--- src/rtl/gts_resp_if.sv ---
// Inducer/reporter handshake bundle for the genetic toggle switch responder.
// The driver (master) owns the inducers; the responder (slave) owns the reporter and status.
interface gts_resp_if;
    logic       IPTG;
    logic       aTc;
    logic       GFP;
    logic [1:0] state_o;
    logic       conflict;
    logic       last_inducer;

    modport master (
        output IPTG, aTc,
        input  GFP, state_o, conflict, last_inducer
    );

    modport slave (
        input  IPTG, aTc,
        output GFP, state_o, conflict, last_inducer
    );
endinterface

--- src/rtl/gts_resp.sv ---
// Cycle-accurate responder model of the GTS reporter: synchronised inducers drive
// a four-state expression FSM with programmable rise/fall latencies on GFP.
module gts_resp #(
    parameter int SYNC_STAGES = 2,
    parameter int RISE_CYCLES = 8,
    parameter int FALL_CYCLES = 12,
    parameter int CNT_W       = 8
) (
    input  logic       clk,
    input  logic       rst_n,
    gts_resp_if.slave  bus
);

    typedef enum logic [1:0] {
        OFF     = 2'd0,
        RISING  = 2'd1,
        ON      = 2'd2,
        FALLING = 2'd3
    } state_t;

    localparam logic [CNT_W-1:0] RISE_LOAD = CNT_W'(RISE_CYCLES - 1);
    localparam logic [CNT_W-1:0] FALL_LOAD = CNT_W'(FALL_CYCLES - 1);
    localparam logic [CNT_W-1:0] CNT_ONE   = CNT_W'(1);

    logic [SYNC_STAGES-1:0] iptg_sync;
    logic [SYNC_STAGES-1:0] atc_sync;
    logic                   iptg_s;
    logic                   atc_s;
    logic                   ind;

    state_t           state_q, state_d;
    logic [CNT_W-1:0] cnt_q, cnt_d;
    logic             gfp_q, gfp_d;
    logic             last_q, last_d;
    logic             conflict_q;

    // NOTE: every flop uses <= so all stages sample the pre-edge values together.
    always_ff @(posedge clk or negedge rst_n) begin
        if (!rst_n) begin
            iptg_sync <= '0;
            atc_sync  <= '0;
        end else begin
            iptg_sync <= {iptg_sync[SYNC_STAGES-2:0], bus.IPTG};
            atc_sync  <= {atc_sync[SYNC_STAGES-2:0], bus.aTc};
        end
    end

    assign iptg_s = iptg_sync[SYNC_STAGES-1];
    assign atc_s  = atc_sync[SYNC_STAGES-1];
    assign ind    = iptg_s | atc_s;

    always_ff @(posedge clk or negedge rst_n) begin
        if (!rst_n) begin
            state_q    <= OFF;
            cnt_q      <= '0;
            gfp_q      <= 1'b0;
            last_q     <= 1'b0;
            conflict_q <= 1'b0;
        end else begin
            state_q    <= state_d;
            cnt_q      <= cnt_d;
            gfp_q      <= gfp_d;
            last_q     <= last_d;
            conflict_q <= iptg_s & atc_s;
        end
    end

    // The edge that enters RISING/FALLING is itself one of the latency cycles,
    // so the exit happens on the edge that sees one cycle left on the counter.
    always_comb begin
        // NOTE: hold-everything defaults first keep this block free of inferred latches.
        state_d = state_q;
        cnt_d   = cnt_q;
        gfp_d   = gfp_q;
        last_d  = last_q;
        unique case (state_q)
            OFF: begin
                if (ind) begin
                    state_d = RISING;
                    cnt_d   = RISE_LOAD;
                    last_d  = atc_s & ~iptg_s;
                end
            end
            RISING: begin
                if (!ind) begin
                    state_d = OFF;
                end else if (cnt_q <= CNT_ONE) begin
                    state_d = ON;
                    gfp_d   = 1'b1;
                end else begin
                    cnt_d = cnt_q - CNT_ONE;
                end
            end
            ON: begin
                if (!ind) begin
                    state_d = FALLING;
                    cnt_d   = FALL_LOAD;
                end
            end
            FALLING: begin
                if (ind) begin
                    state_d = ON;
                end else if (cnt_q <= CNT_ONE) begin
                    state_d = OFF;
                    gfp_d   = 1'b0;
                end else begin
                    cnt_d = cnt_q - CNT_ONE;
                end
            end
            default: state_d = OFF;
        endcase
    end

    assign bus.GFP          = gfp_q;
    assign bus.state_o      = state_q;
    assign bus.conflict     = conflict_q;
    assign bus.last_inducer = last_q;

endmodule

--- src/flat_wrapper.sv ---
// flat-port wrapper written by rule: the top's interface ports become plain ports
module gts_resp_flat 
#(
    parameter int SYNC_STAGES = 2,
    parameter int RISE_CYCLES = 8,
    parameter int FALL_CYCLES = 12,
    parameter int CNT_W       = 8
)
  (clk, rst_n, bus_IPTG, bus_aTc, bus_GFP, bus_state_o, bus_conflict, bus_last_inducer);
  gts_resp_if bus_i ();
  input  logic clk;
  input  logic rst_n;
  input wire logic [$bits(bus_i.IPTG)-1:0] bus_IPTG;
  input wire logic [$bits(bus_i.aTc)-1:0] bus_aTc;
  output wire logic [$bits(bus_i.GFP)-1:0] bus_GFP;
  output wire logic [$bits(bus_i.state_o)-1:0] bus_state_o;
  output wire logic [$bits(bus_i.conflict)-1:0] bus_conflict;
  output wire logic [$bits(bus_i.last_inducer)-1:0] bus_last_inducer;
  assign bus_i.IPTG = bus_IPTG;
  assign bus_i.aTc = bus_aTc;
  assign bus_GFP = bus_i.GFP;
  assign bus_state_o = bus_i.state_o;
  assign bus_conflict = bus_i.conflict;
  assign bus_last_inducer = bus_i.last_inducer;
  gts_resp #(.SYNC_STAGES(SYNC_STAGES), .RISE_CYCLES(RISE_CYCLES), .FALL_CYCLES(FALL_CYCLES), .CNT_W(CNT_W)) u_core (.clk(clk), .rst_n(rst_n), .bus(bus_i));
endmodule
--- config.mk ---
export PLATFORM = sky130hd
export DESIGN_NAME = gts_resp_flat
export DESIGN_NICKNAME = d
export VERILOG_FILES = /design/src/rtl/gts_resp_if.sv /design/src/rtl/gts_resp.sv /design/src/flat_wrapper.sv
export SDC_FILE = /design/constraint.sdc
export NUM_CORES = 1
export LEC_CHECK = 0
export BUFFER_PORTS_ARGS = -buffer_cell sky130_fd_sc_hd__clkbuf_2
export CAP_MARGIN = 5
export CORE_UTILIZATION = 40
export CTS_CLUSTER_DIAMETER = 80
export DETAILED_ROUTE_END_ITERATION = 8
export GPL_ROUTABILITY_DRIVEN = 1
export PLACE_DENSITY_LB_ADDON = 0.2
export SYNTH_ARGS = -nofsm -noshare
export SYNTH_HDL_FRONTEND = slang
export SYNTH_SLANG_ARGS = --single-unit
--- constraint.sdc ---
create_clock -name clk -period 2.25 [get_ports clk]
set_input_delay 0.1125 -clock clk [delete_from_list [all_inputs] [get_ports clk]]
set_output_delay 0.1125 -clock clk [all_outputs]
set_load 0.1 [all_outputs]
======== Word-level counts from Yosys, hierarchy flattened ========
Index checks and enable logic that the tools add are counted.
word-level totals
  register bits ........................... 17
  input port bits ......................... 4
  output and inout port bits .............. 5
  logic and storage cells ................. 48
operators by class
  $add $sub $neg .......................... 1
  magnitude comparators ................... 1
  eq/ne operators ......................... 11
  muxes and demuxes ....................... 18
  bitwise gates (word level) .............. 4
  reductions and logical operators ........ 6
operators with widths
  kind                                                    number
  two-way mux 8 bit                                       5
  one-hot mux 8 bit (4 select lines)                      1
  two-way mux 2 bit                                       6
  <= comparator 8 x 1 -> 1 bit (second input constant)    1
  inequality test 2 x 1 -> 1 bit (second input constant)  4
  one-hot mux 2 bit (4 select lines)                      1
  AND reduction 4 bit                                     2
  subtractor 8 x 1 -> 8 bit (second input constant)       1
  AND reduction 5 bit                                     1
  equality test 2 bit (second input constant)             2
  two-way mux 1 bit                                       4
  inequality test 2 bit (second input constant)           2
  inequality test 3 x 1 -> 1 bit (second input constant)  1
  inequality test 3 bit (second input constant)           1
  bitwise AND 1 bit                                       2
  equality test 2 x 1 -> 1 bit (second input constant)    1
  logical NOT 2 bit                                       1
  one-hot mux 1 bit (2 select lines)                      1
  AND reduction 2 bit                                     1
  nonzero test 2 bit                                      1
  inverter 1 bit                                          1
  OR 1 bit                                                1

======== Depth between registers and ports, before layout ========
  word-level depth ........................ 4
  gate-level depth with buffers ........... 6
  mapped depth without buffers ............ 6

======== Worst setup path after synthesis ========
Ideal clock, no wire load.
  kind .................................... reg-to-reg
  start ................................... register (tool-made name)
  end ..................................... register u_core.cnt_q[7]
  library setup time ...................... 69 ps
  arrival time ............................ 1899 ps
  data required time ...................... 2181 ps
  path slack .............................. 282 ps
  stages on the path, launching flop included .. 5
  path buffers ............................ 1
  period minus slack after synthesis ...... 1968 ps
  cells stage by stage .................... dfrtp_1 > buf_4 > xnor2_4 > or4_1 > nand3_1
RTL lines
  element               RTL line        RTL
  to (signal assigned)  gts_resp.sv:61  cnt_q <= cnt_d;
  to (decl)             gts_resp.sv:32  logic [CNT_W-1:0] cnt_q, cnt_d;

======== Final worst setup path ========
  start ................................... register u_core.cnt_q[0]
  end ..................................... register u_core.cnt_q[6]
between the ends
  cells in the longest elaborated chain, start to end .. 4
  elaborated cells on any way between the ends .. 6
  those cells by class .................... 1 x add/sub; 1 x order compare; 4 x mux
ends and longest elaborated chain
  element                                                                    RTL line                         RTL
  subtractor 8 x 1 -> 8 bit or <= comparator 8 x 1 -> 1 bit (tied branches)  n/a
  two-way mux 8 bit (*)                                                      gts_resp.sv:87, gts_resp.sv:103
  two-way mux 8 bit, on equally long branches                                gts_resp.sv:101, gts_resp.sv:85
  one-hot mux 8 bit (4 select lines) (*)                                     gts_resp.sv:76                   unique case (state_q)
Every way passes the cells marked *; elsewhere a longest branch is shown, timed or not. The select of a mux whose other input is x is not followed.
A chain may end at the register's enable or synchronous reset.

==> results.toml <==
[synth]
synthTopCellsByArea = "dfrtp_1 (47%), a21oi_1 (3.3%), xnor2_4 (3.0%)"
synth-main-ff-cell = "dfrtp_1"
synth.top_cell.area_share_pct = 47.1
ys_seq_elements = 17
syn_avg_cell_area_sq_um = 10.5
yosysUniqueCellTypes = 35
yosysTopAreaCell = "dfrtp_1"
syn-num-nets = 92
netlist_top_cells_count = "dfrtp_1 (17), nor2_1 (7), a21oi_1 (6), nand2_1 (6)"
synthCells = 86
syn_area_sq_um = 903
yosysMostFrequentCell = "dfrtp_1"
synth-edff-count = 0
synth_async_sr_flop_share_pct = 100
yosysWarnings = 0
ys_seq_area_share_pct = 47.1

[cts]
cts.sinks = 17
clock_path_buffers = 2
holdBufCountCts = 3
cts.repair.resized = 0
clk_pin_slew_ns = 0.10
cts_max_level = 1
post_cts_buffers = 0
cts_made_buffers = 3
cts_root_buffer = "clkbuf_4"
tritoncts = "built"
clk-insertion-delay-late_ns = 0.29

[worst_setup_path]
path_max_fanout = 7
start_kind = "register"
r2r_slack_ns = 0.44
crit_required_ns = 2.43
worstSetupPathType = "register to register"
endpoint_kind = "register"
arrival_ns = 1.99

[run_status]
run_status = "finished clean"

[power]
p_total_mw = 1.47
powerDensity_nw_per_um2 = 1460
cellLeakagePower_nw = 0.445
ir_drop_v = 0.00106

[placement]
hpwl_mm = 1.20
portBuffers = 8
routabilityCongestion = 0.676

[floorplanning]
fp.dieW_microns = 49.5
num_rows = 16
dieArea_sq_um = 2450
ioPinCount = 9
die_h_microns = 49.5
initial_core_util_pct = 44.2
coreArea_sq_um = 2040

[flow_run]
max_cap_violations = 0

[global_route]
grt_util_all_layers_pct = 15.6
gr-total-overflow = 0
grt_max_degree = 21
grt_pass1_wl_mm = 2.90
grt_pass1_vias = 623
antenna_found_initial = 0

[finish]
multi_input_area_sq_um = 440
n_antenna_cell = 0
fillers = 196
syn_to_final_growth_pct = 11.6
ff_latch_area_sq_um = 425
nNetsFinal = 104
drive_gt1_share_pct = 18.6

[drt]
postRouteAntennaNets = 0
vias = 690
drtIter0Drc = 8
remaining_drc_errors = 0
dr.pass1.iters = 4
wl_mm = 1.68
wl_per_cell_microns = 13.5
vias_per_cell = 5.56

[timing]
min_period_ns = 1.81
final.period_utilization_pct = 80.3
relSlewSlack_pct = 59.7
tns_ns = 0
tightest_slew_ns = 0.605
rsz0062_at_grt = "false"
max_freq_ghz = 0.554
setup_violations = 0
drv_slew = 0
skew_ns = 0.00670
hold_violations = 0

[min_path]
hold_class = "input port to asynchronous set/reset pin"
==> power breakdown <==
part	internal, mW	switching (mW)
sequential	0.397	0.183
clock	0.0661	0.0969
combinational	0.250	0.477
==> critical path, stage by stage, from the launching register on <==
cell and delay, ns:
dfrtp_1 0.42, inv_1 0.11, ha_1 0.28, or4b_4 0.50, o21ai_1 0.13, o31ai_1 0.08
a22o_1 0.18
==> flip-flops by register name, summed over array words and instances, names as in the netlist, named ones only <==
| name | flops |
|---|---|
| u_core.iptg_sync | 2 |
| u_core.bus.state_o | 1 |
| u_core.bus.GFP | 1 |
| u_core.bus.last_inducer | 1 |
| u_core.bus.conflict | 1 |
| u_core.cnt_q | 8 |
| u_core.atc_sync | 2 |
==> per-stage QoR <==
stage	instances	setup WS, ns	hold slack, ns	utilization, %	area [sq um]
after CTS	124	0.431	0.278	49.4	1010
after detailed placement	117	0.456	0.0722	46.6	951
after floorplan	86	0.282	-0.183	-	903
after global routing	124	0.359	0.317	49.4	1010
after global placement	117	0.520	0.0700	46.6	951
final	124	0.444	0.274	49.4	1010
==> final cells by class <==
cell class | instances | share of cell area, %
timing repair buffer | 11 | 6.95
sequential | 17 | 42.2
multi-input combinational | 62 | 43.7
inverter | 3 | 1.12
clock buffer | 3 | 2.23
clock inverter | 1 | 0.496
tap | 27 | 3.35
==> layout by cell type (no fill, tap or decap), types with 2 or more instances in the layout <==
| master | netlist | routed |
|---|---|---|
| a22o_1 | 2 | 2 |
| o211ai_1 | 2 | 2 |
| nand2b_1 | 2 | 2 |
| ha_1 | 2 | 2 |
| o31ai_1 | 2 | 2 |
| nand2_1 | 6 | 6 |
| clkbuf_2 | 0 | 8 |
| dfrtp_1 | 17 | 17 |
| a31oi_1 | 4 | 4 |
| o21ai_1 | 3 | 3 |
| nor2_1 | 7 | 7 |
| o21ai_0 | 3 | 3 |
| nand3_1 | 2 | 2 |
| o22ai_1 | 4 | 4 |
| a21oi_1 | 6 | 6 |
| inv_1 | 3 | 3 |
| dlygate4sd3_1 | 0 | 3 |
| clkbuf_4 | 0 | 3 |
==> per-layer routing <==
| metal | track usage (%) | routed length, microns | share of wire (%) |
|---|---|---|---|
| met1 | 20.2 | 809 | 48 |
| met2 | 25.7 | 810 | 48 |
| met3 | 5.56 | 60 | 3.6 |
| met5 | 0 | 0 | 0 |
| met4 | 1.43 | 0 | 0 |
==> cells by family after synthesis <==
logic type               count (synthesis)  synth area share [%]
AO/OA/AOI/OAI                           33                  25.1
XOR/XNOR                                 2                  4.02
adder cells (fa/ha/maj)                  2                  2.77
buffers and inverters                    7                  4.16
flip-flops                              17                  47.1
AND/OR/NAND/NOR                         25                  16.9
==> path summary, 6_finish.rpt <==
check                                                  start                             endpoint  cells after the start
worst max register to register   u_core.cnt_q[0]$_DFFE_PN0P_          u_core.cnt_q[6]$_DFFE_PN0P_                      6
max in group asynchronous                              rst_n  u_core.bus.last_inducer$_DFFE_PN0P_                      2
worst min register to register  u_core.atc_sync[0]$_DFF_PN0_         u_core.atc_sync[1]$_DFF_PN0_                      0
worst max-delay path             u_core.cnt_q[0]$_DFFE_PN0P_          u_core.cnt_q[6]$_DFFE_PN0P_                      6
worst min-delay path                                   rst_n          u_core.cnt_q[2]$_DFFE_PN0P_                      2
min in group clk                u_core.atc_sync[0]$_DFF_PN0_         u_core.atc_sync[1]$_DFF_PN0_                      0
Power figures use the tool's default switching activity.
